## src/rtl/instr_encoder.sv

```systemverilog
`default_nettype none
// ============================================================================
// Module   : instr_encoder
// Brief    : Packs RV32I fields into instruction words and writes them
//            sequentially into instruction memory over an ack-based port.
// Revision : 1.0 - initial release
// ============================================================================
module instr_encoder #(
    parameter logic [31:0] BASE_ADDR = 32'h0,
    parameter int          DEPTH     = 1024
) (
    input  logic                      clk,
    input  logic                      reset,
    input  logic                      clear,
    input  logic                      inValid,
    output logic                      inReady,
    input  logic [6:0]                opcode,
    input  logic [2:0]                func3,
    input  logic [6:0]                func7,
    input  logic [4:0]                regWriteNum,
    input  logic [4:0]                regNum0,
    input  logic [4:0]                regNum1,
    input  logic [31:0]               imm,
    output logic                      memWriteEnable,
    output logic [31:0]               memWriteAddr,
    output logic [31:0]               memWriteData,
    input  logic                      memAck,
    output logic [$clog2(DEPTH):0]    count,
    output logic                      full,
    output logic                      err,
    output logic [1:0]                errCode
);

    localparam int                     c_count_w = $clog2(DEPTH) + 1;
    localparam logic [c_count_w-1:0]   c_depth   = c_count_w'(DEPTH);
    localparam logic [c_count_w-1:0]   c_one     = c_count_w'(1);

    localparam logic [6:0] c_op_reg    = 7'b0110011;
    localparam logic [6:0] c_op_imm    = 7'b0010011;
    localparam logic [6:0] c_op_jalr   = 7'b1100111;
    localparam logic [6:0] c_op_load   = 7'b0000011;
    localparam logic [6:0] c_op_store  = 7'b0100011;
    localparam logic [6:0] c_op_branch = 7'b1100011;
    localparam logic [6:0] c_op_auipc  = 7'b0010111;
    localparam logic [6:0] c_op_lui    = 7'b0110111;
    localparam logic [6:0] c_op_jal    = 7'b1101111;

    localparam logic [1:0] c_err_none  = 2'b00;
    localparam logic [1:0] c_err_op    = 2'b01;
    localparam logic [1:0] c_err_range = 2'b10;
    localparam logic [1:0] c_err_align = 2'b11;

    typedef enum logic [1:0] {
        S_IDLE  = 2'd0,
        S_WRITE = 2'd1,
        S_ERR   = 2'd2
    } state_t;

    state_t                 r_state;
    logic [c_count_w-1:0]   r_count;
    logic                   r_err;
    logic [1:0]             r_code;
    logic                   r_we;
    logic                   r_ready;
    logic [31:0]            r_data;

    logic w_is_r, w_is_i, w_is_s, w_is_b, w_is_u, w_is_j, w_bad_op;
    logic w_fits12, w_fits13, w_fits21, w_uimm12, w_unsigned_i;
    logic w_misaligned, w_out_of_range;
    logic [31:0]            w_word;
    logic [1:0]             w_code;
    logic                   w_full;
    logic [c_count_w-1:0]   w_count_inc;

    assign w_is_r   = (opcode == c_op_reg);
    assign w_is_i   = (opcode == c_op_imm) || (opcode == c_op_jalr) || (opcode == c_op_load);
    assign w_is_s   = (opcode == c_op_store);
    assign w_is_b   = (opcode == c_op_branch);
    assign w_is_u   = (opcode == c_op_auipc) || (opcode == c_op_lui);
    assign w_is_j   = (opcode == c_op_jal);
    assign w_bad_op = !(w_is_r || w_is_i || w_is_s || w_is_b || w_is_u || w_is_j);

    // A value fits an N-bit signed field when every bit above it copies the sign.
    assign w_fits12     = (imm[31:11] == {21{imm[31]}});
    assign w_fits13     = (imm[31:12] == {20{imm[31]}});
    assign w_fits21     = (imm[31:20] == {12{imm[31]}});
    assign w_uimm12     = (imm[31:12] == 20'd0);
    assign w_unsigned_i = (func3 == 3'b001) || (func3 == 3'b101);

    always_comb begin
        w_word         = 32'd0;
        w_misaligned   = 1'b0;
        w_out_of_range = 1'b0;
        if (w_is_r) begin
            w_word = {func7, regNum1, regNum0, func3, regWriteNum, opcode};
        end else if (w_is_i) begin
            w_word         = {imm[11:0], regNum0, func3, regWriteNum, opcode};
            w_out_of_range = w_unsigned_i ? !w_uimm12 : !w_fits12;
        end else if (w_is_s) begin
            w_word         = {imm[11:5], regNum1, regNum0, func3, imm[4:0], opcode};
            w_out_of_range = !w_fits12;
        end else if (w_is_b) begin
            w_word         = {imm[12], imm[10:5], regNum1, regNum0, func3,
                              imm[4:1], imm[11], opcode};
            w_misaligned   = imm[0];
            w_out_of_range = !w_fits13;
        end else if (w_is_u) begin
            w_word         = {imm[31:12], regWriteNum, opcode};
            w_misaligned   = (imm[11:0] != 12'd0);
        end else if (w_is_j) begin
            w_word         = {imm[20], imm[10:1], imm[11], imm[19:12], regWriteNum, opcode};
            w_misaligned   = imm[0];
            w_out_of_range = !w_fits21;
        end
    end

    always_comb begin
        w_code = c_err_none;
        if (w_bad_op) begin
            w_code = c_err_op;
        end else if (w_misaligned) begin
            w_code = c_err_align;
        end else if (w_out_of_range) begin
            w_code = c_err_range;
        end
    end

    assign w_full      = (r_count == c_depth);
    assign w_count_inc = r_count + c_one;

    always_ff @(posedge clk or negedge reset) begin
        if (!reset) begin
            r_state <= S_IDLE;
            r_count <= '0;
            r_err   <= 1'b0;
            r_code  <= c_err_none;
            r_we    <= 1'b0;
            r_ready <= 1'b0;
            r_data  <= 32'd0;
        end else if (clear) begin
            r_state <= S_IDLE;
            r_count <= '0;
            r_err   <= 1'b0;
            r_code  <= c_err_none;
            r_we    <= 1'b0;
            r_ready <= 1'b1;
        end else begin
            case (r_state)
                S_IDLE: begin
                    if (inValid && r_ready) begin
                        r_ready <= 1'b0;
                        if (w_code != c_err_none) begin
                            r_err   <= 1'b1;
                            r_code  <= w_code;
                            r_state <= S_ERR;
                        end else begin
                            r_data  <= w_word;
                            r_we    <= 1'b1;
                            r_state <= S_WRITE;
                        end
                    end else begin
                        r_ready <= !w_full && !r_err;
                    end
                end
                S_WRITE: begin
                    if (memAck) begin
                        r_we    <= 1'b0;
                        r_count <= w_count_inc;
                        r_ready <= (w_count_inc != c_depth);
                        r_state <= S_IDLE;
                    end
                end
                S_ERR: begin
                    r_ready <= 1'b0;
                end
                default: begin
                    r_state <= S_IDLE;
                    r_we    <= 1'b0;
                    r_ready <= 1'b0;
                end
            endcase
        end
    end

    assign inReady        = r_ready;
    assign memWriteEnable = r_we;
    assign memWriteData   = r_data;
    assign memWriteAddr   = BASE_ADDR + (32'(r_count) << 2);
    assign count          = r_count;
    assign full           = w_full;
    assign err            = r_err;
    assign errCode        = r_code;

endmodule
`default_nettype wire
```

## config.mk

```make
export PLATFORM = sky130hd
export DESIGN_NAME = instr_encoder
export DESIGN_NICKNAME = d
export VERILOG_FILES = /design/src/rtl/instr_encoder.sv
export SDC_FILE = /design/constraint.sdc
export NUM_CORES = 1
export LEC_CHECK = 0
export CAP_MARGIN = 30
export CORE_UTILIZATION = 44
export CTS_BUF_LIST = sky130_fd_sc_hd__clkbuf_4
export CTS_CLUSTER_DIAMETER = 100
export DETAILED_ROUTE_END_ITERATION = 8
export PLACE_DENSITY_LB_ADDON = 0.3
export SYNTH_ARGS = -nofsm -noshare
export SYNTH_HDL_FRONTEND = slang
export SYNTH_SLANG_ARGS = --single-unit
```

## constraint.sdc

```tcl
create_clock -name clk -period 2.63 [get_ports clk]
set_input_delay 0.3945 -clock clk [delete_from_list [all_inputs] [get_ports clk]]
set_output_delay 0.3945 -clock clk [all_outputs]
set_load 0.01 [all_outputs]
```

Word level (Yosys, flattened, before mapping)
Index checks and enable logic that the tools add are counted.
Widths: inputs -> output; s select.
{"block": "op_classes", "addsub": 1, "eq_ne": 22, "muxes": 47, "bitwise_logic": 2, "reduce_logical": 31}
{"op": "$mux 32", "count": 6}
{"op": "$mux 11", "count": 3}
{"op": "$mux 1", "count": 24}
{"op": "$mux 2", "count": 11}
{"op": "$eq 7x6->1 const B", "count": 3}
{"op": "$eq 7x7->1 const B", "count": 3}
{"op": "$eq 20x20->1", "count": 1}
{"op": "$logic_not 20->1", "count": 1}
{"op": "$eq 19x19->1", "count": 1}
{"op": "$eq 7x5->1 const B", "count": 2}
{"op": "$reduce_bool 12->1", "count": 1}
{"op": "$reduce_bool 2->1", "count": 6}
{"op": "$add 11x1->11 const B", "count": 1}
{"op": "$eq 11x11->1", "count": 1}
{"op": "$eq 11x11->1 const B", "count": 1}
{"op": "$ne 11x11->1 const B", "count": 1}
{"op": "$logic_or 1x1->1", "count": 9}
{"op": "$ne 3x3->1 const B", "count": 3}
{"op": "$reduce_and 4->1", "count": 2}
{"op": "$eq 7x2->1 const B", "count": 1}
{"op": "$logic_not 1->1", "count": 6}
{"op": "$pmux 2 s3", "count": 1}
{"op": "$reduce_and 3->1", "count": 2}
{"op": "$eq 3x1->1 const B", "count": 1}
{"op": "other kinds (10)", "count": 12}
{"block": "totals", "ff_bits": 50, "input_bits": 69, "out_inout_bits": 81, "elab_cells": 110}

Longest topological paths before layout
Gate-level depths: netlist (run 1).
{"block": "depth", "word_depth": 16, "ltp_mapped": 10, "ltp_nobuf": 8}

Worst setup path before layout (run 1)
OpenSTA, ideal clock, no wires.
{"block": "synth_timing", "path_type": "input-to-reg", "from": "in imm[31]", "to": "reg r_data[10] (netlist: memWriteData[10])", "setup_time_ns": 0.125, "t_arrival_ns": 2.310, "required_ns": 2.505, "slack_ns": 0.194, "path_stages": 10, "n_path_buf": 2, "cell_sequence": "clkbuf_1 > inv_1 > ha_1 > nand4b_1 > nor3_1 > a31o_1 > o221a_2 > nand4_4 > buf_6 > mux2_4"}
{"block": "synth_via", "elab_chain_cells": 14, "elab_cells_between_ends": 21, "classes_between": "eq/ne (3); mux (10); bitwise (1); reduce/logical (7)"}
{"element": "from (decl)", "line_no": "23", "text": "input logic [31:0] imm,"}
{"element": "$eq 11x11->1", "line_no": "86", "text": "assign w_fits21 = (imm[31:20] == {12{imm[31]}});"}
{"element": "$logic_not 1->1", "line_no": "113", "text": "w_out_of_range = !w_fits21;"}
{"element": "$mux 1", "line_no": "110", "text": "end else if (w_is_j) begin"}
{"element": "$mux 1", "line_no": "107", "text": "end else if (w_is_u) begin"}
{"element": "$mux 1", "line_no": "102", "text": "end else if (w_is_b) begin"}
{"element": "$mux 1", "line_no": "99", "text": "end else if (w_is_s) begin"}
{"element": "$mux 1 *", "line_no": "96", "text": "end else if (w_is_i) begin"}
{"element": "$mux 1 *", "line_no": "94", "text": "if (w_is_r) begin"}
{"element": "$mux 2 *", "line_no": "123", "text": "end else if (w_out_of_range) begin"}
{"element": "$mux 2 *", "line_no": "121", "text": "end else if (w_misaligned) begin"}
{"element": "$mux 2 *", "line_no": "119", "text": "if (w_bad_op) begin"}
{"element": "$reduce_bool 2->1 *", "line_no": "152", "text": "if (w_code != c_err_none) begin"}
{"element": "$not 1->1 (no source line) *"}
{"element": "$reduce_and 4->1 (no source line) *"}
{"element": "to (signal assigned)", "line_no": "157", "text": "r_data <= w_word;"}
{"element": "to (decl)", "line_no": "65", "text": "logic [31:0] r_data;"}
Every way passes the cells marked *; elsewhere a longest branch is shown, timed or not.
A chain may end at the register's enable or synchronous reset.

Worst setup path after layout (run 1)
{"block": "layout_timing", "from": "in imm[26]", "to": "reg r_data[8] (netlist: memWriteData[8])"}
The elaborated chain is that of the path after synthesis.

==> results.md, run 1 <==
- Outcome: completed
- P&R area growth vs syn: 54.05%
- EDFF count, synth: 0
- Worst-case clock skew: between 0.01 and 0.015 ns
- CP Max Fanout: 16
- FP Rows: 31
- Ys flop type: dfrtp_1
- Die height: about 89 µm
- Worst setup SP type: input port
- Design area: between 5000 and 6000 µm²
- Total CTS buffers: 5
- Sequential area share after synthesis: 37.36%
- Skew-Pair Late Insertion Delay: roughly 0.37 ns
- Slew headroom: about half
- Power share of the sequential group: 46.0%
- Psw: 0.5412 mW
- Routed Antenna Nets: 0
- GR Overflow Total: 0
- # clock sinks: 50
- CTS tree: done
- RSZ-0062 raised after global routing: false
- DR vias: 3452
- Simple logic cell fraction of the synthesized area: a little under a fifth
- Final Setup Violations: 0
- Required @ worst endpoint: between 2 and 3 ns
- PwrDens: between 300 and 400 nW/µm²
- #FFs+latches synth: 50
- WS Path Type: input port to flip-flop
- Io pins: 150
- Fillers: 600
- Measured slew at the worst slew-check pin: about 0.72 ns
- Maximum clock path buffer count: 2
- Largest family of logic cells by synthesized area: simple AND/OR/NAND/NOR gates
- Synth cell types: 61
- Combinational power share: 29.5%
- Pin count of the biggest net entering global routing: 28
- Fmax: around 0.40 GHz
- Syn Std Cell Area: around 3300 µm²
- Initial antenna violation count: 0
- HPWL after DPL: 8897 µm
- Post-Synth XOR/XNOR Area: 3.138%
- WL/cell: between 15 and 20 µm
- Clk pwr share: approximately a quarter
- Post-route insts no fill: roughly 630
- Port bufs: 128
- Starting Density: 45.93%
- Final period utilization: between 90% and 100%
- Area of placed instances: 5044 µm²
- Asr flop ratio synth: 100.0%
- Most frequent cells in the layout: 126 x clkdlybuf4s50_1, 68 x buf_4, 50 x dfrtp_1, 24 x nor2_1, 23 x nand2_1
- Drt total wl: approximately 11000 µm
- Final Hold Vio Count: 0
- Clock transition at path regs: ~0.15 ns
- ANT cells: 0
- Final GP Congestion: 0.9522
- Fin nets: 600
- Peak supply drop: 0.0002659 V
- DRT iter0 DRCs: just over 200
- Core Box Area: 7292 µm²
- Synth Area in Compound Gates: between 10% and 20%
- Crit path time final: between 2 and 3 ns
- Sw frac: ~28%
- P_int: ~1.4 mW
- Die width: between 80 and 90 µm
- DR pass1 iterations: 5
- Max-cap violations: 0
- Synth warn: 0
- DRC Markers: 0
- Via-per-instance ratio: 5.497
- Clock root buffer: clkbuf_4
- Most common cell after layout, fill and taps aside: clkdlybuf4s50_1
- Layout cells sized above 1: between 20% and 30%
- P_leak: 2.404 nW
- Total GRT Usage: approximately 28%
- Worst setup EP type: flip-flop
- Vias in the first global route: around 3400
- Adder-cell area share of the yosys netlist: under 10%
- Gate count of the mapped netlist: 350
- First-pass GRT wire length: ~17000 µm
- Cell count after placement: 619
- WP data arrival: around 2.8 ns
- Avg Cell Area, Syn: approximately 9.6 µm²
- H-tree depth: 2
- Die area: approximately 8000 µm²
- Mux cell area share after synthesis: about 12%
- Worst hold path class: flip-flop to flip-flop
- Slew Limit Fails: 0
path summary, 6_finish.rpt:
kind	start	to	slack, ns	cells past startpoint
max reg2reg	count[0]	inReady	0.62	7
max	imm[26]	memWriteData[8]	0.11	8
min reg2reg	memWriteData[0]	memWriteData[0]	0.50	1
min in group asynchronous	reset	memWriteData[6]	0.54	3
max in group asynchronous	reset	memWriteData[10]	1.78	3
min	memWriteData[0]	memWriteData[0]	0.50	1
Yosys cell counts (3+ instances only):
cell | instances | area, µm²
or2_2 | 3 | 18.77
clkbuf_1 | 9 | 33.78
a21oi_1 | 10 | 50.05
xor2_1 | 9 | 78.83
nor3_1 | 12 | 60.06
dfrtp_1 | 50 | 1251
a22o_1 | 12 | 105.1
mux2i_1 | 13 | 130.1
nand2b_1 | 6 | 37.54
o21ai_0 | 5 | 25.02
a31oi_1 | 4 | 25.02
nand4_1 | 6 | 37.54
a222oi_1 | 10 | 100.1
buf_4 | 33 | 247.7
ha_1 | 3 | 37.54
nand3_1 | 10 | 50.05
nor4_1 | 11 | 68.82
nand2_1 | 23 | 86.33
nor2b_1 | 4 | 25.02
or4_1 | 3 | 22.52
inv_1 | 22 | 82.58
mux2_4 | 14 | 210.2
nor2_1 | 24 | 90.09
xnor2_1 | 3 | 26.28
mux2_2 | 4 | 45.04
flip-flops by register name (all words and copies together), names as in the netlist:
signal and cells:
count 11, err 1, errCode 2, inReady 1, memWriteData 32, memWriteEnable 1, r_state 2
final cells by class:
type                       instances  area, µm²  area share (%)
timing repair buffer             198       1819           35.26
multi-input combinational        251       1800           34.89
sequential                        50       1251           24.25
tap                               99      123.9           2.401
inverter                          22      82.58           1.600
clock buffer                       7      52.55           1.018
clock inverter                     1      30.03          0.5820
stage by stage:
stage | TNS, ns | hold slack [ns] | util (%) | power (mW) | setup slack (ns)
2_1_floorplan | 0 | 0.09891 | - | 1.096 | 0.1945
6_report | 0 | 0.4984 | 70.76 | 1.925 | 0.1112
3_3_place_gp | -3.712 | 0.4026 | 69.17 | 1.454 | -0.1784
4_1_cts | 0 | 0.4963 | 70.64 | 1.936 | 0.008626
5_1_grt | 0 | 0.5211 | 70.76 | 2.013 | 0.06201
3_5_place_dp | -5.523 | 0.4092 | 69.17 | 1.465 | -0.2371
power by group through the flow:
stage	combinational (mW)	clock, mW	sequential (mW)
detailed placement	0.566	0	0.899
global route	0.612	0.508	0.893
CTS	0.569	0.481	0.886
global placement	0.556	0	0.897
floorplan	0.173	0	0.923
finish	0.568	0.472	0.885
critical path, cell delays in order:
cell and delay [ns]:
clkdlybuf4s50_1 0.44, or4_1 0.58, nor3_1 0.25, a31o_1 0.21, o221a_2 0.25, nand4_4 0.16, buf_12 0.20, mux2_4 0.30
kinds of logic (layout without fill, tap and decap cells):
family                   after synthesis  after routing
AO/OA/AOI/OAI                         66             66
adder cells (fa/ha/maj)                3              3
flip-flops                            50             50
XOR/XNOR                              12             12
buffers and inverters                 69            228
AND/OR/NAND/NOR                      118            118
other                                  1             21
multiplexers                          31             31
per-layer routing:
metal	track usage (%)	vias up	wire, µm
li1	-	1588	-
met2	50.03	164	5349
met3	4.340	39	672
met4	12.70	0	440
met5	0	-	0
met1	34.45	1661	4407
what timing repair did:
item,in CTS,in global routing
buffers inserted,0,0
setup endpoints to repair,1,1
gates resized for setup,2,2
hold buffers,1,0
hold endpoints to repair,22,0
(Power assumes the default switching activity.)
==> run 2: changes to the inputs <==
Settings changed: CORE_ASPECT_RATIO set to 0.6.
==> run 2 against run 1 <==
Compared with the run above: count of clock-buffer cells in the layout is 2 lower; hold slack got worse by 0.0077 ns; register-to-register slack gained 0.10 ns; non-clock buffer count shrank 15; global-route usage decreased by 0.98 points; total power down 1.3%; die area up 0.15%; sequential power is essentially flat; worst setup slack worse by 0.033 ns; cell count decreased by 1.6%; utilization fell by 1.5 points; clock power shrank 1%; critical endpoint is now memWriteData[13].
==> results.md, run 2 (synthesized netlist as in run 1, its figures left out) <==
- Port bufs: 128 (unchanged)
- Clock transition at path regs: 0.16 ns (about the same)
- Layout cells sized above 1: 18.29% (-2.3 points)
- CP top delay family: simple AND/OR/NAND/NOR gates
- Reg-to-reg startpoint: count[0]
- Slew Limit Fails: 0 (unchanged)
- CTS tree: done
- GR Overflow Total: 0 (unchanged)
- Crit path to: memWriteData[13]
- Starting Density: 45.71% (-0.22 points)
- Final Hold Vio Count: 0 (unchanged)
- Instance count on the critical path: 8 (unchanged)
- Skew-Pair Late Insertion Delay: 0.37 ns (about the same)
- Post-CTS Setup Inserts: 0 (unchanged)
- RSZ-0062 raised after global routing: false
- Critical Path Slowest Stage Cell: or4_1
- Initial antenna violation count: 0 (unchanged)
- HPWL after DPL: 8505 µm (-4.4%)
- H-tree depth: 2 (unchanged)
- Io pins: 150 (unchanged)
- Worst setup SP type: input port
- Maximum clock path buffer count: 2 (unchanged)
- # clock sinks: 50 (unchanged)
- Final Setup Violations: 0 (unchanged)
- Routed Antenna Nets: 0 (unchanged)
- FP Rows: 24 (-23%)
- Die height: 69.59 µm (-22%)
- Hold slack: 0.4907 ns (-0.007700 ns)
- WP data arrival: 2.81 ns (+0.03 ns)
- Total power draw: 1.900 mW (-1.3%)
- Required @ worst endpoint: 2.89 ns (about the same)
- WL/cell: 17.37 µm (+0.35%)
- P_leak: 2.347 nW (-2.4%)
- Pin count of the biggest net entering global routing: 30 (+7.1%)
- Area of placed instances: 4962 µm² (-1.6%)
- CP Max Fanout: 10 (-6)
- Clock root buffer: clkbuf_4
- DRT iter0 DRCs: 369 (+82%)
- WS Path Type: input port to flip-flop
- Total GRT Usage: 27.48% (-0.98 points)
- Design area: 5077 µm² (-1.6%)
- Max-cap violations: 0 (unchanged)
- Worst Setup SP: imm[26]
- Core Box Area: 7327 µm² (+0.48%)
- Cell count after placement: 609 (-1.6%)
- Post-route insts no fill: 618 (-1.6%)
- Final GP Congestion: 0.9717 (+2.0%)
- P&R area growth vs syn: 51.59%
- Fin nets: 585 (-2.5%)
- Worst-case clock skew: 0.01663 ns (+0.006273 ns)
- Worst R2R End: count[8]
- Worst hold path class: input port to asynchronous set/reset pin
- R2r setup slk: 0.72 ns (+0.10 ns)
- CP max stage delay: 0.58 ns (about the same)
- DR vias: 3416 (-1.0%)
- First-pass GRT wire length: 16660 µm (-1.2%)
- Crit-path cells: clkdlybuf4s50_1 -> or4_1 -> nor3_1 -> a31o_1 -> o221a_2 -> nand4_4 -> buf_12 -> mux2_4
- Most frequent cells in the layout: 126 x clkdlybuf4s50_1, 51 x buf_4, 49 x dfrtp_1, 24 x nor2_1, 23 x nand2_1
- Via-per-instance ratio: 5.528 (+0.56%)
- Crit path time final: 2.552 ns (+0.03344 ns)
- Fmax: 0.3918 GHz (-1.3%)
- Slew headroom: 57.17% (+5.2 points)
- Peak supply drop: 0.0002155 V (-19%)
- Die width: 114.6 µm (+28%)
- Final period utilization: 97.04% (+1.3 points)
- Worst setup EP type: flip-flop
- DRC Markers: 0 (unchanged)
- Setup WS pre-CTS: -0.3050 ns (-0.06781 ns)
- Drt total wl: 10730 µm (-1.3%)
- Most common cell after layout, fill and taps aside: clkdlybuf4s50_1
- Measured slew at the worst slew-check pin: 0.6425 ns (-0.07847 ns)
- Fin util: 69.30% (-1.5 points)
- Worst setup margin: 0.07775 ns (-0.03345 ns)
- Worst reg2reg path depth: 6 (-1)
- Outcome: completed
- ANT cells: 0 (unchanged)
- Total CTS buffers: 5 (unchanged)
- PwrDens: 374.1 nW/µm² (+0.28%)
- CP bufs+invs: 2 (unchanged)
- Die area: 7977 µm² (+0.15%)
- Vias in the first global route: 3280 (-3.3%)
- Setup TNS Final: 0 ns (unchanged)
- DR pass1 iterations: 5 (unchanged)
- Number of flip-flops in the largest register: 32 (unchanged)
run 2: worst reg2reg max path, cell delays in order (launching register included):
cell     delay (ns)
dfrtp_1        0.47
ha_1           0.28
nand2_1        0.11
or3_1          0.42
or3_1          0.33
xor2_1         0.14
nor2_1         0.10
run 2: where the power goes:
part	switching, mW	internal (mW)	total, mW
Sequential	0.0476	0.839	0.886
Combinational	0.237	0.311	0.549
Clock	0.264	0.201	0.465
Total	0.548	1.35	1.90
run 2: what timing repair did:
item,4_1_cts,5_1_grt
gates resized for setup,3,2
endpoints found under the hold margin,21,0
endpoints found under the setup margin,1,1
hold buffers,1,0
run 2: layout make-up:
| type | count | area [µm²] |
|---|---|---|
| fill | 604 | 2250 |
| multi-input combinational | 251 | 1800 |
| timing repair buffer | 183 | 1732 |
| sequential | 50 | 1252 |
| tap | 104 | 130.1 |
| inverter | 22 | 82.58 |
| clock inverter | 3 | 42.54 |
| clock buffer | 5 | 37.54 |
run 2: worst min path at each step:
stage	end	slack [ns]	cells past startpoint
after global routing	memWriteData[0]	0.51	1
final	memWriteData[27]	0.49	2
after global placement	memWriteData[28]	0.38	1
after CTS	memWriteData[0]	0.49	1
after detailed placement	memWriteData[28]	0.39	1
after floorplan	count[0]	0.1	0
run 2: metal layers:
layer  up-vias  routed length (µm)  share of wire (%)  track usage, %
met5         -                   0                  0               0
met4         0                 184                1.7           7.648
met3        20                1125                 10           6.906
met2       186                4586                 43           41.21
met1      1638                4837                 45           39.34
li1       1572                   -                  -               -
